**config.mk**
```make
export PLATFORM = sky130hd
export DESIGN_NAME = hall_period_meter
export DESIGN_NICKNAME = d
export VERILOG_FILES = /design/src/rtl/hall_period_meter_pkg.sv /design/src/rtl/hall_period_meter_sync.sv /design/src/rtl/hall_period_meter.sv
export SDC_FILE = /design/constraint.sdc
export NUM_CORES = 1
export LEC_CHECK = 0
export CAP_MARGIN = 20
export CORE_AREA = 2 2 74 76
export DETAILED_ROUTE_END_ITERATION = 8
export DIE_AREA = 0 0 76 78
export HOLD_SLACK_MARGIN = 0.02
export PLACE_DENSITY = 0.66
export SKIP_CTS_REPAIR_TIMING = 1
export SYNTH_ARGS = -nofsm -noshare
export SYNTH_HDL_FRONTEND = slang
export SYNTH_HIERARCHICAL = 1
export SYNTH_SLANG_ARGS = --single-unit
```
**constraint.sdc**
```tcl
create_clock -name clk -period 1.55 [get_ports clk]
set_input_delay 0.2325 -clock clk [delete_from_list [all_inputs] [get_ports clk]]
set_output_delay 0.2325 -clock clk [all_outputs]
set_load 0.01 [all_outputs]
```
**src/rtl/hall_period_meter_pkg.sv**
```systemverilog
// ---------------------------------------------------------------------------
// hall_period_meter_pkg
//   Shared definitions for the hall period meter and the PID speed path:
//   the measurement FSM state encoding and the default counter geometry.
// ---------------------------------------------------------------------------
package hall_period_meter_pkg;

  typedef enum logic [1:0] {
    IDLE    = 2'd0,
    MEASURE = 2'd1,
    STALLED = 2'd2
  } hpm_state_e;

  // Defaults shared with the speed loop so both sides agree on the
  // width and the stall threshold of the commutation period.
  localparam int unsigned            HPM_CNT_W       = 16;
  localparam logic [HPM_CNT_W-1:0]   HPM_TIMEOUT     = 16'hFFFF;
  localparam int unsigned            HPM_MIN_PERIOD  = 4;
  localparam int unsigned            HPM_SYNC_STAGES = 2;

endpackage

```
**src/rtl/hall_period_meter_sync.sv**
```systemverilog
// ---------------------------------------------------------------------------
// pulse_edge_sync
//   Brings an asynchronous pulse into the clk domain through a SYNC_STAGES
//   flop chain, then flags each rising edge of the synchronized level with
//   a one-cycle combinational strobe. Reused for every hall input.
//
//   Ports:
//     clk       system clock
//     rst       asynchronous, active-high reset
//     pulse_in  asynchronous input level
//     rise      one-cycle strobe: synchronized level is 1, history flop is 0
//
//   SYNC_STAGES must be at least 2 for metastability protection.
// ---------------------------------------------------------------------------
module pulse_edge_sync
  import hall_period_meter_pkg::*;
#(
  parameter int unsigned SYNC_STAGES = HPM_SYNC_STAGES
) (
  input  logic clk,
  input  logic rst,
  input  logic pulse_in,
  output logic rise
);

  logic [SYNC_STAGES-1:0] sync_q;
  logic                   hist_q;

  // NOTE: every clocked assignment uses <= so all flops sample the
  // pre-edge values; blocking here would collapse the synchronizer chain.
  always_ff @(posedge clk or posedge rst) begin
    if (rst) begin
      sync_q <= '0;
      hist_q <= 1'b0;
    end else begin
      sync_q <= {sync_q[SYNC_STAGES-2:0], pulse_in};
      hist_q <= sync_q[SYNC_STAGES-1];
    end
  end

  assign rise = sync_q[SYNC_STAGES-1] & ~hist_q;

endmodule

```
**src/rtl/hall_period_meter.sv**
```systemverilog
// ---------------------------------------------------------------------------
// hall_period_meter
//   Measures the period of a slow pulse train in clk cycles. The first
//   edge after idle only arms the counter; each later accepted edge latches
//   the running count. Edges closer than MIN_PERIOD to the previous accepted
//   edge are glitches. With no accepted edge for TIMEOUT cycles the input is
//   flagged stalled.
//
//   Ports:
//     clk           system clock
//     rst           asynchronous, active-high reset
//     enable        synchronous measurement enable (low forces IDLE)
//     pulse_in      asynchronous pulse to measure
//     period_out    last accepted period, in clk cycles
//     period_valid  one-cycle strobe when period_out updates
//     stalled       no accepted edge within TIMEOUT cycles
//     edge_seen     one-cycle strobe on every detected rising edge
//
//   Constraints: MIN_PERIOD < TIMEOUT <= 2**CNT_W-1, SYNC_STAGES >= 2.
// ---------------------------------------------------------------------------
module hall_period_meter
  import hall_period_meter_pkg::*;
#(
  parameter int unsigned       CNT_W       = HPM_CNT_W,
  parameter logic [CNT_W-1:0]  TIMEOUT     = CNT_W'(HPM_TIMEOUT),
  parameter int unsigned       MIN_PERIOD  = HPM_MIN_PERIOD,
  parameter int unsigned       SYNC_STAGES = HPM_SYNC_STAGES
) (
  input  logic             clk,
  input  logic             rst,
  input  logic             enable,
  input  logic             pulse_in,
  output logic [CNT_W-1:0] period_out,
  output logic             period_valid,
  output logic             stalled,
  output logic             edge_seen
);

  localparam logic [CNT_W-1:0] CNT_ONE = CNT_W'(1);
  localparam logic [CNT_W-1:0] CNT_MIN = CNT_W'(MIN_PERIOD);

  hpm_state_e       state;
  logic [CNT_W-1:0] counter;
  logic             rise;

  pulse_edge_sync #(
    .SYNC_STAGES (SYNC_STAGES)
  ) u_sync (
    .clk      (clk),
    .rst      (rst),
    .pulse_in (pulse_in),
    .rise     (rise)
  );

  always_ff @(posedge clk or posedge rst) begin
    if (rst) begin
      state        <= IDLE;
      counter      <= '0;
      period_out   <= '0;
      period_valid <= 1'b0;
      stalled      <= 1'b0;
      edge_seen    <= 1'b0;
    end else begin
      // Strobe defaults low; only an accepted edge raises it for one cycle.
      period_valid <= 1'b0;
      // edge_seen reports raw edges, glitches and disabled periods included.
      edge_seen    <= rise;

      if (!enable) begin
        state   <= IDLE;
        counter <= '0;
        stalled <= 1'b0;
      end else begin
        unique case (state)
          IDLE: begin
            if (rise) begin
              // First edge only starts timing; no period exists yet.
              state   <= MEASURE;
              counter <= CNT_ONE;
            end else begin
              counter <= '0;
            end
          end

          MEASURE: begin
            if (rise && counter >= CNT_MIN) begin
              // Edge wins over a simultaneous timeout: TIMEOUT is a valid
              // period when the edge lands on the last counted cycle.
              period_out   <= counter;
              period_valid <= 1'b1;
              stalled      <= 1'b0;
              counter      <= CNT_ONE;
            end else if (!rise && counter == TIMEOUT) begin
              state   <= STALLED;
              stalled <= 1'b1;
            end else if (counter != TIMEOUT) begin
              // Glitch edges fall through here and timing continues.
              counter <= counter + CNT_ONE;
            end
          end

          STALLED: begin
            if (rise) begin
              // Restart timing; stalled clears only once a period is latched.
              state   <= MEASURE;
              counter <= CNT_ONE;
            end else begin
              counter <= TIMEOUT;
            end
          end

          default: begin
            state   <= IDLE;
            counter <= '0;
          end
        endcase
      end
    end
  end

endmodule

```
==> flow_summary.html, run 1 <==
<table>
<tr><th>Metric</th><th>Value</th></tr>
<tr><th colspan="2">Status</th></tr>
<tr><td>Status</td><td>finished with violations</td></tr>
<tr><td>Violated checks</td><td>negative setup slack</td></tr>
<tr><th colspan="2">Clock network</th></tr>
<tr><td>Count of H-tree levels built during CTS</td><td>2</td></tr>
<tr><td>Number of buffers on the longest clock path</td><td>2</td></tr>
<tr><td>Clk slew on worst S/H paths</td><td>80 ps</td></tr>
<tr><td>Clock root buffer</td><td>clkbuf_8</td></tr>
<tr><td>Inserted Clock Buffers</td><td>5</td></tr>
<tr><td>Clock latency on the worst-skew pair</td><td>between 200 and 300 ps</td></tr>
<tr><td>Clock tree sinks</td><td>40</td></tr>
<tr><td>Clock tree from TritonCTS</td><td>done</td></tr>
<tr><th colspan="2">Worst setup path</th></tr>
<tr><td>Crit path capture type</td><td>register</td></tr>
<tr><td>Critical-path maximum fanout</td><td>9</td></tr>
<tr><td>Beginning of the critical path</td><td>counter[15]</td></tr>
<tr><td>Startpoint of the worst-slack reg-to-reg timing path</td><td>counter[15]</td></tr>
<tr><td>Signal arrival time at the worst endpoint</td><td>1840 ps</td></tr>
<tr><td>R2r setup slk</td><td>-120 ps</td></tr>
<tr><td>Last element of the critical path</td><td>period_out[15]</td></tr>
<tr><td>Required time of the critical path</td><td>roughly 1700 ps</td></tr>
<tr><td>Worst flop-to-flop path endpoint</td><td>period_out[15]</td></tr>
<tr><td>Kind of critical path</td><td>reg2reg</td></tr>
<tr><td>Kind of launch point of the worst setup path</td><td>register</td></tr>
<tr><td>Depth of the most critical reg-to-reg path</td><td>5</td></tr>
<tr><th colspan="2">Synth</th></tr>
<tr><td>Post-Syn Area</td><td>0.001916 sq mm</td></tr>
<tr><td>Proportion of synthesized chip area in sequential cells</td><td>52.25%</td></tr>
<tr><td>Avg Inst Size Synth</td><td>roughly 13 sq um</td></tr>
<tr><td>Warnings from Yosys</td><td>6</td></tr>
<tr><td>Post-Synthesis Net Count</td><td>about 160</td></tr>
<tr><td>Share of flip-flops with an asynchronous set or reset</td><td>100.0%</td></tr>
<tr><td>Post-synthesis compound-gate area fraction</td><td>11.69%</td></tr>
<tr><td>Yosys reg bits</td><td>40</td></tr>
<tr><td>Multiplexer share of the synthesized area</td><td>between 10% and 20%</td></tr>
<tr><td>Post-synthesis cell type count</td><td>39</td></tr>
<tr><td>Synthesized-area fraction occupied by adder cells</td><td>around 1.3%</td></tr>
<tr><td>Post-synth EDFFs</td><td>0</td></tr>
<tr><td>Syn Inst Count</td><td>between 150 and 200</td></tr>
<tr><td>Most used flip-flop cell after synthesis</td><td>dfrtp_1</td></tr>
<tr><td>Main combinational cell family by area after synthesis</td><td>simple AND/OR/NAND/NOR gates</td></tr>
<tr><td>Post-synthesis simple-gate area fraction</td><td>between 10% and 20%</td></tr>
<tr><td>Synth Area in XOR/XNOR</td><td>between 5 and 6%</td></tr>
<tr><th colspan="2">Die</th></tr>
<tr><td>Die X-Extent</td><td>between 70 and 80 um</td></tr>
<tr><td>Area of the core</td><td>between 0.005 and 0.006 sq mm</td></tr>
<tr><td>Die H</td><td>78 um</td></tr>
<tr><td>Core Rows</td><td>26</td></tr>
<tr><td>Number of primary I/O pins</td><td>23</td></tr>
<tr><td>DIE AREA</td><td>0.005928 sq mm</td></tr>
<tr><td>Initial standard-cell utilization of the core</td><td>between 30% and 40%</td></tr>
<tr><th colspan="2">Routing</th></tr>
<tr><td>Iter 0 DRT Violations</td><td>75</td></tr>
<tr><td>Total via count after detailed routing</td><td>1366</td></tr>
<tr><td>Count of TritonRoute iterations in the first routing pass</td><td>4</td></tr>
<tr><td>Number of DRC violations after detailed routing</td><td>0</td></tr>
<tr><td>Number of antenna-violating nets in the routed design</td><td>0</td></tr>
<tr><td>Via density per instance</td><td>between 4 and 5</td></tr>
<tr><td>Routed WL per cell</td><td>13.44 um</td></tr>
<tr><td>Total wirelength of the detailed-routed design</td><td>~3900 um</td></tr>
<tr><th colspan="2">Placement</th></tr>
<tr><td>Estimated wirelength of the detail-placed design</td><td>about 2600 um</td></tr>
<tr><td>RePlAce Congestion</td><td>between 0.7 and 0.8</td></tr>
<tr><td>Port Buffer Count</td><td>22</td></tr>
<tr><td>Placed cell areas</td><td>approximately 0.0024 sq mm</td></tr>
<tr><th colspan="2">Cells and area</th></tr>
<tr><td>Inserted Diodes</td><td>0</td></tr>
<tr><td>Summed area of non-filler cells in the final layout</td><td>0.002758 sq mm</td></tr>
<tr><td>Most frequent cells in the layout</td><td>dfrtp_1, buf_4, clkdlybuf4s50_1</td></tr>
<tr><td>Number of nets in the layout</td><td>approximately 220</td></tr>
<tr><td>Most common cell after layout, fill and taps aside</td><td>dfrtp_1</td></tr>
<tr><td>Storage element area</td><td>approximately 0.0010 sq mm</td></tr>
<tr><td>Area of the multi-input gates</td><td>950.9 sq um</td></tr>
<tr><td>Share of layout cells above drive strength 1</td><td>44.70%</td></tr>
<tr><td>Area Growth Syn to Fin</td><td>43.96%</td></tr>
<tr><td># fillers</td><td>approximately 430</td></tr>
<tr><th colspan="2">Pwr</th></tr>
<tr><td>Register share of total power</td><td>between 50% and 60%</td></tr>
<tr><td>Part of the total power dissipated in combinational logic</td><td>approximately 5.7%</td></tr>
<tr><td>Pwr Density</td><td>about 720 mW/mm^2</td></tr>
<tr><td>Power share of the clock group</td><td>between 40% and 50%</td></tr>
<tr><td>Net switching power figure</td><td>between 0.0004 and 0.0005 W</td></tr>
<tr><td>Static leakage power</td><td>1.224 nW</td></tr>
<tr><td>Maximum vdd ir drop</td><td>roughly 0.54 mV</td></tr>
<tr><td>Internal Power</td><td>approximately 0.0016 W</td></tr>
<tr><td>Switching part of the total power</td><td>20.74%</td></tr>
<tr><th colspan="2">Worst hold path</th></tr>
<tr><td>Class of the tightest hold or removal check</td><td>in2async</td></tr>
<tr><th colspan="2">Timing</th></tr>
<tr><td>Final worst path period need</td><td>about 1700 ps</td></tr>
<tr><td>Normalized max-slew margin</td><td>79.92%</td></tr>
<tr><td>Portion of the clock cycle consumed by the worst path in the final layout</td><td>107.9%</td></tr>
<tr><td>Final setup margin</td><td>-123.1 ps</td></tr>
<tr><td>Final setup violation count</td><td>33</td></tr>
<tr><td>Post-Route Skew</td><td>slightly above 8 ps</td></tr>
<tr><td>Worst Max-Slew Pin Slew</td><td>about 300 ps</td></tr>
<tr><td>Final Hold Vio Count</td><td>0</td></tr>
<tr><td>Setup repair after global routing missed its margin</td><td>true</td></tr>
<tr><td>Max-slew violations</td><td>0</td></tr>
<tr><td>WHS</td><td>~130 ps</td></tr>
<tr><td>Maximum clock frequency</td><td>597.7 MHz</td></tr>
<tr><th colspan="2">Global routing</th></tr>
<tr><td>Grt ovf</td><td>0</td></tr>
<tr><td>Antenna violations before repair</td><td>0</td></tr>
<tr><td>Gr usage total</td><td>~14%</td></tr>
<tr><td>Vias in the first global route</td><td>between 1000 and 1500</td></tr>
<tr><td>Largest net degree at the start of global routing</td><td>38</td></tr>
<tr><td>First-pass GRT wire length</td><td>roughly 6400 um</td></tr>
<tr><th colspan="2">Flow run</th></tr>
<tr><td>Max cap viols</td><td>0</td></tr>
</table>
[layer usage]
| layer | GRT usage, % | up-vias | part of all wire, % |
|---|---|---|---|
| met5 | 0 | - | 0 |
| met1 | 18.70 | 674 | 50 |
| li1 | - | 659 | - |
| met4 | 4.364 | 0 | 1.5 |
| met2 | 21.43 | 26 | 46 |
| met3 | 3.256 | 7 | 3.2 |
[critical path: stages (launching register included)]
cell and delay (ps):
dfrtp_1 410, nor4_4 340, a41o_2 300, nor2_4 70
buf_8 140, mux2_4 290
[cells in the mapped netlist, types with 2 or more instances]
| library cell | n | area share, % |
|---|---|---|
| a21oi_1 | 5 | 1.3 |
| xnor2_1 | 4 | 1.8 |
| inv_1 | 7 | 1.4 |
| o21a_1 | 4 | 1.6 |
| xor2_1 | 9 | 4.1 |
| ha_1 | 2 | 1.3 |
| mux2_4 | 9 | 7.1 |
| buf_6 | 2 | 1.2 |
| nor2_1 | 4 | 0.78 |
| nor2_4 | 2 | 1.2 |
| nand3_1 | 6 | 1.6 |
| nor4_1 | 3 | 0.98 |
| nand4_1 | 2 | 0.65 |
| dfrtp_1 | 40 | 52 |
| and3_1 | 4 | 1.3 |
| mux2_2 | 7 | 4.1 |
| nand2_1 | 13 | 2.5 |
| a21oi_2 | 9 | 4.1 |
[how the worst min path moves through the flow]
stage	cells past startpoint	endpoint	from	slack [ps]
finish	2	u_sync/sync_q[0]	rst	130
global route	2	u_sync/hist_q	rst	150
CTS	2	u_sync/sync_q[0]	rst	130
detailed placement	0	u_sync/sync_q[1]	u_sync/sync_q[0]	330
global placement	0	u_sync/sync_q[1]	u_sync/sync_q[0]	330
floorplan	1	u_sync/hist_q	rst	-10
[state kept, by name, indices dropped and copies added, names as in the netlist]
signal	flops
state	2
stalled	1
period_valid	1
counter	16
u_sync/hist_q	1
period_out	16
edge_seen	1
u_sync/sync_q	2
[cell families (layout without fill, tap and decap cells)]
kind of cell / Yosys count / count (layout)
muxes: 16 / 16
xor gates and xnor gates: 13 / 13
buffers and inverters: 13 / 77
and+or+nand+nor: 42 / 42
DFF: 40 / 40
adders and majority gates: 2 / 2
AOI/OAI and AO/OA: 27 / 27
[power by group through the flow]
stage	logic, W	registers, W	clock network, W
final	0.000113	0.00106	0.000823
after global routing	0.000125	0.00106	0.000900
after CTS	0.0000992	0.00106	0.000846
after detailed placement	0.0000992	0.00108	0
after global placement	0.0000976	0.00108	0
after floorplan	0.0000502	0.00108	0
[metrics by stage]
step	instances	utilization, %	power [W]	TNS [ps]	setup WS [ps]
final	287	54.69	0.001994	-2891	-123.1
after global routing	287	54.69	0.002084	-4523	-168.3
after global placement	270	48.19	0.001175	-7415	-281.7
after detailed placement	270	48.19	0.001177	-8849	-306.6
after floorplan	153	-	0.001131	-914.1	-93.75
after CTS	278	50.32	0.002002	-9093	-323.4
[final cells by class]
| class | instances | share of cell area (%) |
|---|---|---|
| timing repair buffer | 62 | 21.19 |
| clock inverter | 2 | 1.270 |
| tap | 70 | 3.176 |
| clock buffer | 6 | 2.632 |
| sequential | 40 | 36.30 |
| multi-input combinational | 100 | 34.48 |
| inverter | 7 | 0.9528 |
Note: power is estimated with default switching activity, not from simulation.
==> run 2, diff against run 1 <==
--- a/config.mk
+++ b/config.mk
@@ -11,7 +11,6 @@
 export DIE_AREA = 0 0 76 78
 export HOLD_SLACK_MARGIN = 0.02
 export PLACE_DENSITY = 0.66
-export SKIP_CTS_REPAIR_TIMING = 1
 export SYNTH_ARGS = -nofsm -noshare
 export SYNTH_HDL_FRONTEND = slang
 export SYNTH_HIERARCHICAL = 1
==> run 2 against run 1 <==
Against the previous run: the flow still finishes with violations (negative setup slack); die area unchanged; non-clock buffer count decreased by 1; via count decreased by 1.2%; fmax decreased by 0.30%; worst setup slack got worse by 5.1 ps; largest power group unchanged; routed wire length decreased by 0.78%; global-route usage increased by 0.63 points; power about the same; count of clock-buffer cells in the layout unchanged; first-iteration DRC count decreased by 27%; final cell count decreased by 0.35%; critical path type unchanged; clock power about the same.
==> flow_summary.html, run 2 (synthesis gave the netlist of run 1 again) <==
<table>
<tr><th>Metric</th><th>Value</th></tr>
<tr><th colspan="2">Clock network</th></tr>
<tr><td>Clock root buffer</td><td>clkbuf_8</td></tr>
<tr><td>Clock latency on the worst-skew pair</td><td>290 ps (about the same)</td></tr>
<tr><td>Number of buffers on the longest clock path</td><td>2 (unchanged)</td></tr>
<tr><td>Clock tree from TritonCTS</td><td>done</td></tr>
<tr><td>Inserted Clock Buffers</td><td>5 (unchanged)</td></tr>
<tr><td>Clock tree sinks</td><td>40 (unchanged)</td></tr>
<tr><td>Count of H-tree levels built during CTS</td><td>2 (unchanged)</td></tr>
<tr><td>Clk slew on worst S/H paths</td><td>80 ps (about the same)</td></tr>
<tr><th colspan="2">Status</th></tr>
<tr><td>Status</td><td>finished with violations</td></tr>
<tr><td>Violated checks</td><td>negative setup slack</td></tr>
<tr><th colspan="2">Cells and area</th></tr>
<tr><td>Number of nets in the layout</td><td>221 (-0.45%)</td></tr>
<tr><td>Most frequent cells in the layout</td><td>dfrtp_1, buf_4, clkdlybuf4s50_1</td></tr>
<tr><td>Area Growth Syn to Fin</td><td>43.17%</td></tr>
<tr><td>Share of layout cells above drive strength 1</td><td>45.37% (+0.67 points)</td></tr>
<tr><td>End-of-flow core utilization</td><td>54.39% (-0.30 points)</td></tr>
<tr><td>Most common cell after layout, fill and taps aside</td><td>dfrtp_1</td></tr>
<tr><td>Summed area of non-filler cells in the final layout</td><td>0.002743 sq mm (-0.54%)</td></tr>
<tr><td>Inserted Diodes</td><td>0 (unchanged)</td></tr>
<tr><td>Top flop regs</td><td>counter (16), period_out (16)</td></tr>
<tr><th colspan="2">Routing</th></tr>
<tr><td>Via density per instance</td><td>4.720 (-0.83%)</td></tr>
<tr><td>Routed WL per cell</td><td>13.38 um (-0.43%)</td></tr>
<tr><td>Count of TritonRoute iterations in the first routing pass</td><td>2 (-2)</td></tr>
<tr><td>Number of antenna-violating nets in the routed design</td><td>0 (unchanged)</td></tr>
<tr><td>Iter 0 DRT Violations</td><td>55 (-27%)</td></tr>
<tr><td>Total wirelength of the detailed-routed design</td><td>3828 um (-0.78%)</td></tr>
<tr><td>Number of DRC violations after detailed routing</td><td>0 (unchanged)</td></tr>
<tr><td>Total via count after detailed routing</td><td>1350 (-1.2%)</td></tr>
<tr><th colspan="2">Die</th></tr>
<tr><td>Area of the core</td><td>0.005042 sq mm (unchanged)</td></tr>
<tr><td>Number of primary I/O pins</td><td>23 (unchanged)</td></tr>
<tr><td>DIE AREA</td><td>0.005928 sq mm (unchanged)</td></tr>
<tr><td>Die H</td><td>78 um (unchanged)</td></tr>
<tr><td>Die X-Extent</td><td>76 um (unchanged)</td></tr>
<tr><td>Core Rows</td><td>26 (unchanged)</td></tr>
<tr><td>Initial standard-cell utilization of the core</td><td>37.99% (unchanged)</td></tr>
<tr><th colspan="2">Global routing</th></tr>
<tr><td>Largest net degree at the start of global routing</td><td>38 (unchanged)</td></tr>
<tr><td>Gr usage total</td><td>14.27% (+0.63 points)</td></tr>
<tr><td>First-pass GRT wire length</td><td>6693 um (+4.9%)</td></tr>
<tr><td>Grt ovf</td><td>0 (unchanged)</td></tr>
<tr><td>Antenna violations before repair</td><td>0 (unchanged)</td></tr>
<tr><td>Vias in the first global route</td><td>1379 (+4.0%)</td></tr>
<tr><th colspan="2">Placement</th></tr>
<tr><td>Pre-CTS setup slack</td><td>-306.6 ps (unchanged)</td></tr>
<tr><td>RePlAce Congestion</td><td>0.7958 (unchanged)</td></tr>
<tr><td>Placed cell areas</td><td>0.002430 sq mm (unchanged)</td></tr>
<tr><td>Port Buffer Count</td><td>22 (unchanged)</td></tr>
<tr><td>Estimated wirelength of the detail-placed design</td><td>2564 um (unchanged)</td></tr>
<tr><th colspan="2">Pwr</th></tr>
<tr><td>Pwr Density</td><td>726.7 mW/mm^2 (+0.50%)</td></tr>
<tr><td>Static leakage power</td><td>1.209 nW (-1.2%)</td></tr>
<tr><td>Maximum vdd ir drop</td><td>0.5354 mV (-0.44%)</td></tr>
<tr><th colspan="2">Worst setup path</th></tr>
<tr><td>R2r setup slk</td><td>-130 ps (about the same)</td></tr>
<tr><td>Kind of critical path</td><td>reg2reg</td></tr>
<tr><td>Worst flop-to-flop path endpoint</td><td>period_out[15]</td></tr>
<tr><td>Kind of launch point of the worst setup path</td><td>register</td></tr>
<tr><td>Depth of the most critical reg-to-reg path</td><td>5 (unchanged)</td></tr>
<tr><td>Required time of the critical path</td><td>1720 ps (about the same)</td></tr>
<tr><td>Startpoint of the worst-slack reg-to-reg timing path</td><td>counter[15]</td></tr>
<tr><td>Crit path capture type</td><td>register</td></tr>
<tr><td>Signal arrival time at the worst endpoint</td><td>1850 ps (about the same)</td></tr>
<tr><td>Critical-path maximum fanout</td><td>9 (unchanged)</td></tr>
<tr><th colspan="2">Flow run</th></tr>
<tr><td>Max cap viols</td><td>0 (unchanged)</td></tr>
<tr><th colspan="2">Worst hold path</th></tr>
<tr><td>Class of the tightest hold or removal check</td><td>in2async</td></tr>
<tr><th colspan="2">Timing</th></tr>
<tr><td>Final setup violation count</td><td>33 (unchanged)</td></tr>
<tr><td>Normalized max-slew margin</td><td>79.60% (-0.32 points)</td></tr>
<tr><td>Portion of the clock cycle consumed by the worst path in the final layout</td><td>108.3% (+0.33 points)</td></tr>
<tr><td>Max-slew violations</td><td>0 (unchanged)</td></tr>
<tr><td>Final Hold Vio Count</td><td>0 (unchanged)</td></tr>
<tr><td>WHS</td><td>133.1 ps (-0.2150 ps)</td></tr>
<tr><td>Setup TNS</td><td>-3026 ps (-134.1 ps)</td></tr>
<tr><td>Final worst path period need</td><td>1678 ps (+5.096 ps)</td></tr>
<tr><td>Final setup margin</td><td>-128.2 ps (-5.096 ps)</td></tr>
<tr><td>Setup repair after global routing missed its margin</td><td>true</td></tr>
<tr><td>Post-Route Skew</td><td>8.583 ps (+0.4459 ps)</td></tr>
<tr><td>Maximum clock frequency</td><td>595.9 MHz (-0.30%)</td></tr>
<tr><td>Worst Max-Slew Pin Slew</td><td>305.0 ps (+4.770 ps)</td></tr>
</table>
==> run 2: critical path, stage by stage (launching register included) <==
cell and delay (ps):
dfrtp_1 410, nor4_4 340, a41o_2 300, nor2_4 70, buf_8 150, mux2_4 290
==> run 2: repair_timing <==
item | 4_1_cts | 5_1_grt
setup endpoints to repair | 34 | 35
pin swaps | 8 | 5
hold buffers | 0 | 0
endpoints found under the hold margin | 0 | 0
buffers inserted | 6 | 2
gates cloned | 0 | 0
gates resized for setup | 16 | 9
==> run 2: through the flow <==
| stage | std cells | total power [W] |
|---|---|---|
| 2_1_floorplan | 153 | 0.001131 |
| 3_3_place_gp | 270 | 0.001175 |
| 3_5_place_dp | 270 | 0.001177 |
| 4_1_cts | 284 | 0.002008 |
| 5_1_grt | 286 | 0.002086 |
| 6_report | 286 | 0.001993 |
==> run 2: final cells by class <==
type | instances | area [sq um]
fillers | 431 | 2300
multi-input cells | 100 | 950.9
inverters | 7 | 26.28
clock buffers | 6 | 72.57
clock inverters | 2 | 35.03
repair buffers | 61 | 569.3
well taps | 70 | 87.58
flip-flops and latches | 40 | 1001
==> run 2: power breakdown <==
group          internal, W  switching, W
sequential         0.00105    0.00000575
combinational    0.0000509     0.0000635
clock             0.000478      0.000343
total              0.00158      0.000413
==> run 2: layer usage <==
metal	routed length, um	track usage, %	share of wire, %
met1	1904	19.36	50
met2	1743	22.41	46
met3	120	3.488	3.1
met4	60	4.909	1.6
met5	0	0	0
==> run 2: worst max path at each step <==
stage,start,endpoint,slack [ps],depth (start not counted)
floorplan,u_sync/hist_q,period_out[0],-90,6
global placement,enable,period_out[8],-280,4
detailed placement,enable,period_out[5],-310,4
CTS,counter[15],period_out[15],-120,5
global route,counter[15],period_out[1],-170,5
finish,counter[15],period_out[15],-130,5
